--- config.mk ---
export PLATFORM = sky130hd
export DESIGN_NAME = fast_top_level
export DESIGN_NICKNAME = d
export VERILOG_FILES = /design/src/rtl/fast_top_level.sv
export SDC_FILE = /design/constraint.sdc
export NUM_CORES = 1
export LEC_CHECK = 0
export BUFFER_PORTS_ARGS = -buffer_cell sky130_fd_sc_hd__buf_4
export CORE_MARGIN = 10
export CORE_UTILIZATION = 40
export DETAILED_ROUTE_END_ITERATION = 10
export SYNTH_ARGS = -nofsm -noshare
export SYNTH_HDL_FRONTEND = slang
export SYNTH_SLANG_ARGS = --single-unit
--- constraint.sdc ---
create_clock -name clk -period 5.05 [get_ports clk]
set_input_delay 0.7575 -clock clk [delete_from_list [all_inputs] [get_ports clk]]
set_output_delay 0.7575 -clock clk [all_outputs]
set_load 0.02 [all_outputs]
--- src/rtl/fast_top_level.sv ---
// -----------------------------------------------------------------------------
// fast_top_level
//
// Corner-detection stage of the ISP pipeline. Gaussian-filtered pixels arrive
// in the upstream image SRAM (SRAM2) in raster order. This block counts them as
// they are reported written. Once the three rows around the current row are
// present, it reads each interior pixel and its 8-pixel ring. It then runs a
// FAST-style contiguity test and strobes the coordinates of every corner out
// to the corner SRAM (SRAM4). Because rows are processed as soon as their
// neighbourhood exists, this stage overlaps with the Gaussian stage.
//
// Ports
//   clk, n_rst          clock, asynchronous active-low reset
//   new_trans           one-cycle pulse: start (or restart) a frame
//   max_x, max_y        runtime image width / height in pixels
//   gaus_sample_flag    one-cycle pulse: one more pixel is now in SRAM2
//   SRAM_in             SRAM2 read data (valid the cycle after a read)
//   read_SRAM2          SRAM2 read enable
//   x_addr, y_addr      SRAM2 read address (held when not reading)
//   write_SRAM4         one-cycle corner write strobe
//   x_addr4, y_addr4    corner coordinates, valid while write_SRAM4 is high
//   gaus_done           one-cycle pulse: frame fully processed
// -----------------------------------------------------------------------------
module fast_top_level #(
    parameter int X_MAX     = 5,
    parameter int Y_MAX     = 5,
    parameter int THRESHOLD = 20
) (
    input  logic                     clk,
    input  logic                     n_rst,
    input  logic                     new_trans,
    input  logic [$clog2(X_MAX)-1:0] max_x,
    input  logic [$clog2(X_MAX)-1:0] max_y,
    input  logic                     gaus_sample_flag,
    input  logic [7:0]               SRAM_in,
    output logic                     read_SRAM2,
    output logic [$clog2(X_MAX):0]   x_addr,
    output logic [$clog2(X_MAX):0]   y_addr,
    output logic                     write_SRAM4,
    output logic [$clog2(X_MAX):0]   x_addr4,
    output logic [$clog2(X_MAX):0]   y_addr4,
    output logic                     gaus_done
);

    localparam int AW      = $clog2(X_MAX);
    localparam int CW      = AW + 1;
    localparam int DIM_MAX = (X_MAX > Y_MAX) ? X_MAX : Y_MAX;
    // Wide enough for (row+2)*max_x and max_x*max_y at any runtime size.
    localparam int VW      = 2 * ($clog2(DIM_MAX) + 1);

    localparam logic [8:0]    THR = 9'(THRESHOLD);
    localparam logic [CW-1:0] ONE = CW'(1);

    typedef enum logic [2:0] {
        IDLE,
        WAIT_ROW,
        READ,
        EVAL,
        WRITE,
        NEXT
    } state_t;

    state_t        state_reg;
    logic [VW-1:0] avail_reg;
    logic [CW-1:0] row_reg;
    logic [CW-1:0] col_reg;
    logic [3:0]    idx_reg;          // 0..8 issue reads, 9 is the final capture
    logic [7:0]    pix_reg [0:8];    // [0] centre, [1..8] ring positions 0..7

    logic [CW-1:0] width;
    logic [CW-1:0] height;
    logic [VW-1:0] frame_size;
    logic [VW-1:0] row_need;
    logic          degenerate;

    assign width      = CW'(max_x);
    assign height     = CW'(max_y);
    assign frame_size = VW'(max_x) * VW'(max_y);
    // Rows row-1..row+1 are complete once (row+2) full rows have been written.
    assign row_need   = (VW'(row_reg) + VW'(2)) * VW'(max_x);
    assign degenerate = (max_x < AW'(3)) || (max_y < AW'(3));

    // ---------------------------------------------------------------------
    // Bright / dark classification of the ring and 5-long circular run test
    // ---------------------------------------------------------------------
    logic [7:0] bright;
    logic [7:0] dark;
    logic [7:0] bright_run;
    logic [7:0] dark_run;
    logic       corner;

    generate
        for (genvar gi = 0; gi < 8; gi++) begin : g_class
            assign bright[gi] = {1'b0, pix_reg[gi+1]} > ({1'b0, pix_reg[0]} + THR);
            assign dark[gi]   = ({1'b0, pix_reg[gi+1]} + THR) < {1'b0, pix_reg[0]};
        end
        // Run starting at ring position gi; indices wrap from 7 back to 0.
        for (genvar gi = 0; gi < 8; gi++) begin : g_run
            assign bright_run[gi] = bright[gi]           & bright[(gi + 1) % 8] &
                                    bright[(gi + 2) % 8] & bright[(gi + 3) % 8] &
                                    bright[(gi + 4) % 8];
            assign dark_run[gi]   = dark[gi]             & dark[(gi + 1) % 8] &
                                    dark[(gi + 2) % 8]   & dark[(gi + 3) % 8] &
                                    dark[(gi + 4) % 8];
        end
    endgenerate

    assign corner = (|bright_run) || (|dark_run);

    // Address of read k for the pixel at (c, r): k=0 centre, k=1..8 the ring
    // clockwise from the top-left neighbour.
    function automatic logic [2*CW-1:0] tap_addr(input logic [3:0]    k,
                                                 input logic [CW-1:0] c,
                                                 input logic [CW-1:0] r);
        logic [CW-1:0] x;
        logic [CW-1:0] y;
        x = c;
        y = r;
        case (k)
            4'd1: begin x = c - ONE; y = r - ONE; end
            4'd2: begin x = c;       y = r - ONE; end
            4'd3: begin x = c + ONE; y = r - ONE; end
            4'd4: begin x = c + ONE; y = r;       end
            4'd5: begin x = c + ONE; y = r + ONE; end
            4'd6: begin x = c;       y = r + ONE; end
            4'd7: begin x = c - ONE; y = r + ONE; end
            4'd8: begin x = c - ONE; y = r;       end
            default: begin x = c;    y = r;       end
        endcase
        return {x, y};
    endfunction

    // ---------------------------------------------------------------------
    // Control FSM with registered outputs
    // ---------------------------------------------------------------------
    always_ff @(posedge clk or negedge n_rst) begin
        if (!n_rst) begin
            state_reg   <= IDLE;
            avail_reg   <= '0;
            row_reg     <= '0;
            col_reg     <= '0;
            idx_reg     <= '0;
            for (int i = 0; i < 9; i++) begin
                pix_reg[i] <= '0;
            end
            read_SRAM2  <= 1'b0;
            x_addr      <= '0;
            y_addr      <= '0;
            write_SRAM4 <= 1'b0;
            x_addr4     <= '0;
            y_addr4     <= '0;
            gaus_done   <= 1'b0;
        end else begin
            // Strobes are single-cycle unless a state explicitly re-asserts them.
            read_SRAM2  <= 1'b0;
            write_SRAM4 <= 1'b0;
            gaus_done   <= 1'b0;

            if (new_trans) begin
                // Start or abort: any sample arriving this cycle is dropped.
                state_reg <= WAIT_ROW;
                avail_reg <= '0;
                row_reg   <= ONE;
                col_reg   <= ONE;
                idx_reg   <= '0;
            end else begin
                if (gaus_sample_flag && (state_reg != IDLE) && (avail_reg < frame_size)) begin
                    avail_reg <= avail_reg + VW'(1);
                end

                case (state_reg)
                    IDLE: begin
                    end

                    WAIT_ROW: begin
                        if (degenerate) begin
                            gaus_done <= 1'b1;
                            state_reg <= IDLE;
                        end else if (avail_reg >= row_need) begin
                            state_reg        <= READ;
                            idx_reg          <= '0;
                            read_SRAM2       <= 1'b1;
                            {x_addr, y_addr} <= tap_addr(4'd0, col_reg, row_reg);
                        end
                    end

                    READ: begin
                        // Data for the read issued last cycle is on SRAM_in now.
                        if (idx_reg != 4'd0) begin
                            pix_reg[idx_reg - 4'd1] <= SRAM_in;
                        end
                        if (idx_reg < 4'd8) begin
                            read_SRAM2       <= 1'b1;
                            {x_addr, y_addr} <= tap_addr(idx_reg + 4'd1, col_reg, row_reg);
                        end
                        if (idx_reg == 4'd9) begin
                            state_reg <= EVAL;
                        end else begin
                            idx_reg <= idx_reg + 4'd1;
                        end
                    end

                    EVAL: begin
                        if (corner) begin
                            write_SRAM4 <= 1'b1;
                            x_addr4     <= col_reg;
                            y_addr4     <= row_reg;
                            state_reg   <= WRITE;
                        end else begin
                            state_reg <= NEXT;
                        end
                    end

                    WRITE: begin
                        state_reg <= NEXT;
                    end

                    NEXT: begin
                        if (col_reg == width - CW'(2)) begin
                            col_reg <= ONE;
                            if (row_reg + ONE > height - CW'(2)) begin
                                gaus_done <= 1'b1;
                                state_reg <= IDLE;
                            end else begin
                                row_reg   <= row_reg + ONE;
                                state_reg <= WAIT_ROW;
                            end
                        end else begin
                            // Same row: its neighbourhood is already present.
                            col_reg          <= col_reg + ONE;
                            state_reg        <= READ;
                            idx_reg          <= '0;
                            read_SRAM2       <= 1'b1;
                            {x_addr, y_addr} <= tap_addr(4'd0, col_reg + ONE, row_reg);
                        end
                    end

                    default: begin
                        state_reg <= IDLE;
                    end
                endcase
            end
        end
    end

endmodule

# ---- After elaboration in Yosys (flattened, before gate mapping)
# Cells that the tools add are included.
dict set report totals {
  reg_bits 114
  latch_bits 0
  mem_bits_rw 0
  romBits 0
  inputBits 18
  out_inout_bits 19
  memories 0
}
dict set report op_classes {
  addsub 19
  n_mul 2
  div 0
  magnitude_cmp 24
  eq_ne 27
  shift 0
  n_mux 52
  n_bitwise 66
  reduce_logical 25
}
# op count
set op_table {}
lappend op_table {{$add A8 B5 Y9 const B} 9}
lappend op_table {{$mux W4} 20}
lappend op_table {{$bwmux W72} 1}
lappend op_table {{$gt A8 B9 Y1} 8}
lappend op_table {{$lt A9 B8 Y1} 8}
lappend op_table {{$and A1 B1 Y1} 64}
lappend op_table {{$pmux W4 S3} 3}
lappend op_table {{$demux W8 S4} 1}
lappend op_table {{$mux W8} 3}
lappend op_table {{$pmux W3 S6} 1}
lappend op_table {{$eq A4 B3 Y1 const B} 4}
lappend op_table {{$pmux W4 S2} 2}
lappend op_table {{$reduce_or A8 Y1} 2}
lappend op_table {{$mux W3} 5}
lappend op_table {{$ne A3 B3 Y1 const B} 5}
lappend op_table {{$mux W1} 14}
lappend op_table {{$add A4 B1 Y4 const B} 3}
lappend op_table {{$ne A2 B2 Y1 const B} 6}
lappend op_table {{$reduce_and A3 Y1} 4}
lappend op_table {{$reduce_or A3 Y1} 4}
lappend op_table {{$sub A4 B1 Y4 const B} 3}
lappend op_table {{$add A8 B1 Y8 const B} 1}
lappend op_table {{$eq A4 B2 Y1 const B} 2}
lappend op_table {{$eq A4 B4 Y1 const B} 2}
lappend op_table {{other kinds (29)} 40}

# ---- Longest topological paths before layout
dict set report logic_depth {
  depth_word 11
  ltp_mapped 19
}

# ---- Worst setup path before layout
# OpenSTA, ideal clock, no wires.
dict set report synth_path {
  path_type {input to register}
  startpoint {input max_x[0]}
  endpoint {register x_addr[0]}
  setup_time_ps 125
  arrival_ps 4322
  required_ps 4925
  slack_ps 603
  stages 16
  path_buffers 1
  path_cell_list {clkbuf_1 -> nand2_1 -> fa_1 -> inv_1 -> ha_1 -> fa_1 -> xnor2_1 -> ha_1 -> and2_1 -> o21ai_0 -> o21ai_0 -> o41a_1 -> nand3b_1 -> a21boi_1 -> o21bai_1 -> mux2_2}
}
dict set report synth_between {
  elab_chain_cells 4
}
# item line
set synth_lines {}
lappend synth_lines {{start, declared} 32} ;# input logic [$clog2(X_MAX)-1:0] max_x,
lappend synth_lines {{$mul A5 B3 Y8 (tied with other cells)} 80} ;# assign row_need = (VW'(row_reg) + VW'(2)) * VW'(max_x);
lappend synth_lines {{$ge A8 B8 Y1 (tied with other cells)} 179} ;# end else if (avail_reg >= row_need) begin
lappend synth_lines {{$ne A2 B2 Y1 (no source line)} --}
lappend synth_lines {{$reduce_and A6 Y1 (no source line) (*)} --}
lappend synth_lines {{end signal, assigned} 183} ;# {x_addr, y_addr} <= tap_addr(4'd0, col_reg, row_reg);
lappend synth_lines {{end signal, assigned} 194} ;# {x_addr, y_addr} <= tap_addr(idx_reg + 4'd1, col_reg, row_reg);
lappend synth_lines {{end signal, assigned} 234} ;# {x_addr, y_addr} <= tap_addr(4'd0, col_reg + ONE, row_reg);
lappend synth_lines {{end, declared} 37} ;# output logic [$clog2(X_MAX):0] x_addr,
# Mark *: on every way between the ends. The rest lies on a longest branch, timed or not.
# A chain may end at the register's enable or synchronous reset.

# ---- Worst setup path in the final report
dict set report layout_path {
  startpoint {register row_reg[1]}
  endpoint {register x_addr[0]}
}
dict set report layout_between {
  elab_chain_cells 5
}
# item line
set layout_lines {}
lappend layout_lines {{start, declared} 65} ;# logic [CW-1:0] row_reg;
lappend layout_lines {{start signal, assigned} 225} ;# row_reg <= row_reg + ONE;
lappend layout_lines {{$add A4 B2 Y5} 80}
lappend layout_lines {{$mul A5 B3 Y8} 80}
lappend layout_lines {{$ge A8 B8 Y1} 179}
lappend layout_lines {{$ne A2 B2 Y1 (no source line)} --}
lappend layout_lines {{$reduce_and A6 Y1 (no source line)} --}
# No other way between the ends.

==> results by group <==
Die
  – Full die area: 30200 um2
  – Die X: 174 um
  – Core area: 23400 um2
  – IO Count: 37
  – Site row count: 56
  – Die Span Y: 174 um
  – Starting Density: 0.404

GRT
  – Largest net degree at the start of global routing: 52
  – Total GRT Usage: 0.164
  – Met2 Usage GRT: 0.267
  – Most Used Layer, Global Route: met2
  – Met3 usage: 0.0281
  – Number of global-route vias before repair: 7344
  – Met1 usage: 0.214
  – Congestion Overflow GR: 0
  – First-pass GRT wire length: 39900 um
  – Antenna violations before repair: 0

Worst setup path
  – FF-to-FF setup slack: 0.63 ns
  – Crit end category: flop
  – Worst reg2reg path startpoint: row_reg[1]
  – Crit. Startpoint: row_reg[1]
  – CP Class: reg -> reg
  – Startpoint types: flop
  – Crit Path Max Fanout: 9
  – CP Data Required Time: 5.36 ns
  – CP arrival: 4.73 ns

Synthesis
  – Top FF cell, synth: dfrtp_1
  – Yosys top cell area share: 0.302
  – Mapped Avg Cell Area: 9.59 um2
  – Net Count, Synth: 1164
  – Library cells used by synthesis: 74
  – Async SR Flop Fraction: 1.00
  – Cells taking the most area after synthesis: dfrtp_1 (30%), ha_1 (20%), mux2_2 (6.7%)
  – Leading area contributor after synthesis: dfrtp_1
  – Synthesized netlist cell count: 986
  – Synth warn: 0
  – Number of synthesized flops with an enable pin: 0
  – Register bit count reported by yosys: 114
  – Register area share after synthesis: 0.302
  – Most common cell in the synthesized netlist: ha_1
  – Post-synth top cells: ha_1 (154), dfrtp_1 (114), nand2_1 (80)
  – Mapped Area: 9460 um2

Clock tree
  – CTS clk-pin slew, worst paths: 0.06 ns
  – Clock latency on the worst-skew pair: 0.43 ns
  – H-tree depth: 4
  – Root Buffer: clkbuf_16
  – Hold_buf cts: 0
  – Post-CTS Setup Bufs: 0
  – Clk sink count: roughly 110
  – CTS Buf Count: 17
  – Maximum clock insertion buffer count: 2
  – # resized after CTS: 0
  – CTS tree: done

Routing
  – WL/cell: 18.0 um
  – WL final: 24400 um
  – Vias per inst: 5.43
  – # DRC: 0
  – ANT nets after route: 0
  – Iteration-0 DRC Markers: 505
  – TritonRoute pass-1 iters: 5
  – Vias: 7344

Layout
  – ANT cells: 0
  – Area Overhead vs Synth: 12.9%
  – Layout cell share with drive strength beyond 1: 0.158
  – # fillers: 2309
  – Max reg flops: between 70 and 80
  – Nets: 1198

Timing
  – Clk_skew: roughly 0.011 ns
  – Final period util: 0.875
  – Worst-Margin Slew: 0.916 ns
  – Final setup violation count: 0
  – Slew HR: 0.388
  – FMAX: around 230 MHz
  – RSZ-0062 raised after global routing: no
  – Period minus WS final: 4.42 ns
  – Final WS setup: 0.631 ns
  – Pins Over Slew Limit: 0
  – Final Hold Fails: 0
  – Setup TNS Final: 0 ns

Job
  – Max Cap Viol: 0

Placement
  – Pre-CTS setup slack: roughly 0.64 ns
  – Dpl hpwl: approximately 17000 um
  – IO buf count: 36
  – Placer Congestion: 0.832

Power and ir drop
  – Power per cell area: 242 nW/um2
  – VDD IR-drop max: between 0.2 and 0.25 mV
  – Leakage power: 5.33 nW

Worst hold path
  – Min-Delay Path Class: in -> async

Status
  – Run status: finished, final reports clean
==> power breakdown <==
part           total [mW]  switching (mW)  internal [mW]
Sequential          0.995          0.0440          0.951
Combinational       0.354           0.204          0.151
Clock                1.24           0.481          0.759
==> per-stage QoR <==
stage	utilization	hold WS, ns	total power [mW]	std cells	instance area (um2)
after detailed placement	0.431	0.490	1.37	1320	10100
after floorplan	-	0.462	1.22	986	9460
final	0.456	0.382	2.59	1352	10700
after global routing	0.456	0.441	2.70	1352	10700
after CTS	0.456	0.410	2.62	1352	10700
after global placement	0.431	0.494	1.36	1320	10100
==> final cells by class <==
| class | count | area [um2] | area share |
|---|---|---|---|
| clock buffers | 19 | 453 | 0.0424 |
| clock inverters | 13 | 151 | 0.0142 |
| inverters | 68 | 255 | 0.0239 |
| multi-input cells | 775 | 6240 | 0.584 |
| flip-flops and latches | 114 | 2850 | 0.267 |
| well taps | 319 | 399 | 0.0374 |
| repair buffers | 44 | 330 | 0.0309 |
==> worst max-delay path: stages, from the launching register on <==
cell and delay [ns]:
dfrtp_1 0.46, inv_1 0.15, ha_1 0.35, nand2_1 0.07, fa_1 0.48, inv_1 0.04
ha_1 0.22, fa_1 0.40, xnor2_1 0.19, ha_1 0.26, and2_1 0.15, o21ai_0 0.14
o21ai_0 0.10, o41a_1 0.38, nand3b_1 0.11, a21boi_1 0.08, o21bai_1 0.14, buf_4 0.20
mux2_2 0.35
==> cell families after synthesis <==
group	share of synthesized area
adders and majority gates	0.225
buffers and inverters	0.0389
DFF	0.302
AOI/OAI and AO/OA	0.172
and+or+nand+nor	0.119
muxes	0.0837
xor gates and xnor gates	0.0600
==> per-layer routing <==
layer  wire length (um)  part of all wire
met4                482             0.020
met3                748             0.031
met2              11400              0.47
met5                  0                 0
met1              11800              0.48
==> placed cells by master (no fill, tap or decap), drive strengths merged, types with 7 or more instances in the layout <==
| master | n |
|---|---|
| a21oi | 61 |
| mux2 | 65 |
| o21a | 22 |
| o31ai | 7 |
| nand2b | 7 |
| xor2 | 20 |
| buf | 44 |
| a31oi | 7 |
| o2111ai | 9 |
| and2 | 9 |
| o211ai | 10 |
| maj3 | 8 |
| nor2 | 53 |
| a21o | 11 |
| inv | 71 |
| clkbuf | 19 |
| nor3 | 12 |
| a2111oi | 7 |
| xnor2 | 44 |
| nand3 | 15 |
| dfrtp | 114 |
| nand2 | 80 |
| nor2b | 15 |
| nand4 | 8 |
| o21ai | 59 |
| o22ai | 11 |
| and3 | 10 |
| ha | 154 |
==> final timing paths <==
kind                               endpoint  depth (start not counted)
worst max-delay path              x_addr[0]                         18
worst min-delay path            pix_reg[12]                          1
worst max register to register    x_addr[0]                         18
worst min register to register    y_addr[0]                          1
max in group asynchronous       pix_reg[27]                          2
min in group clk                  y_addr[0]                          1
Power figures use the tool's default switching activity.
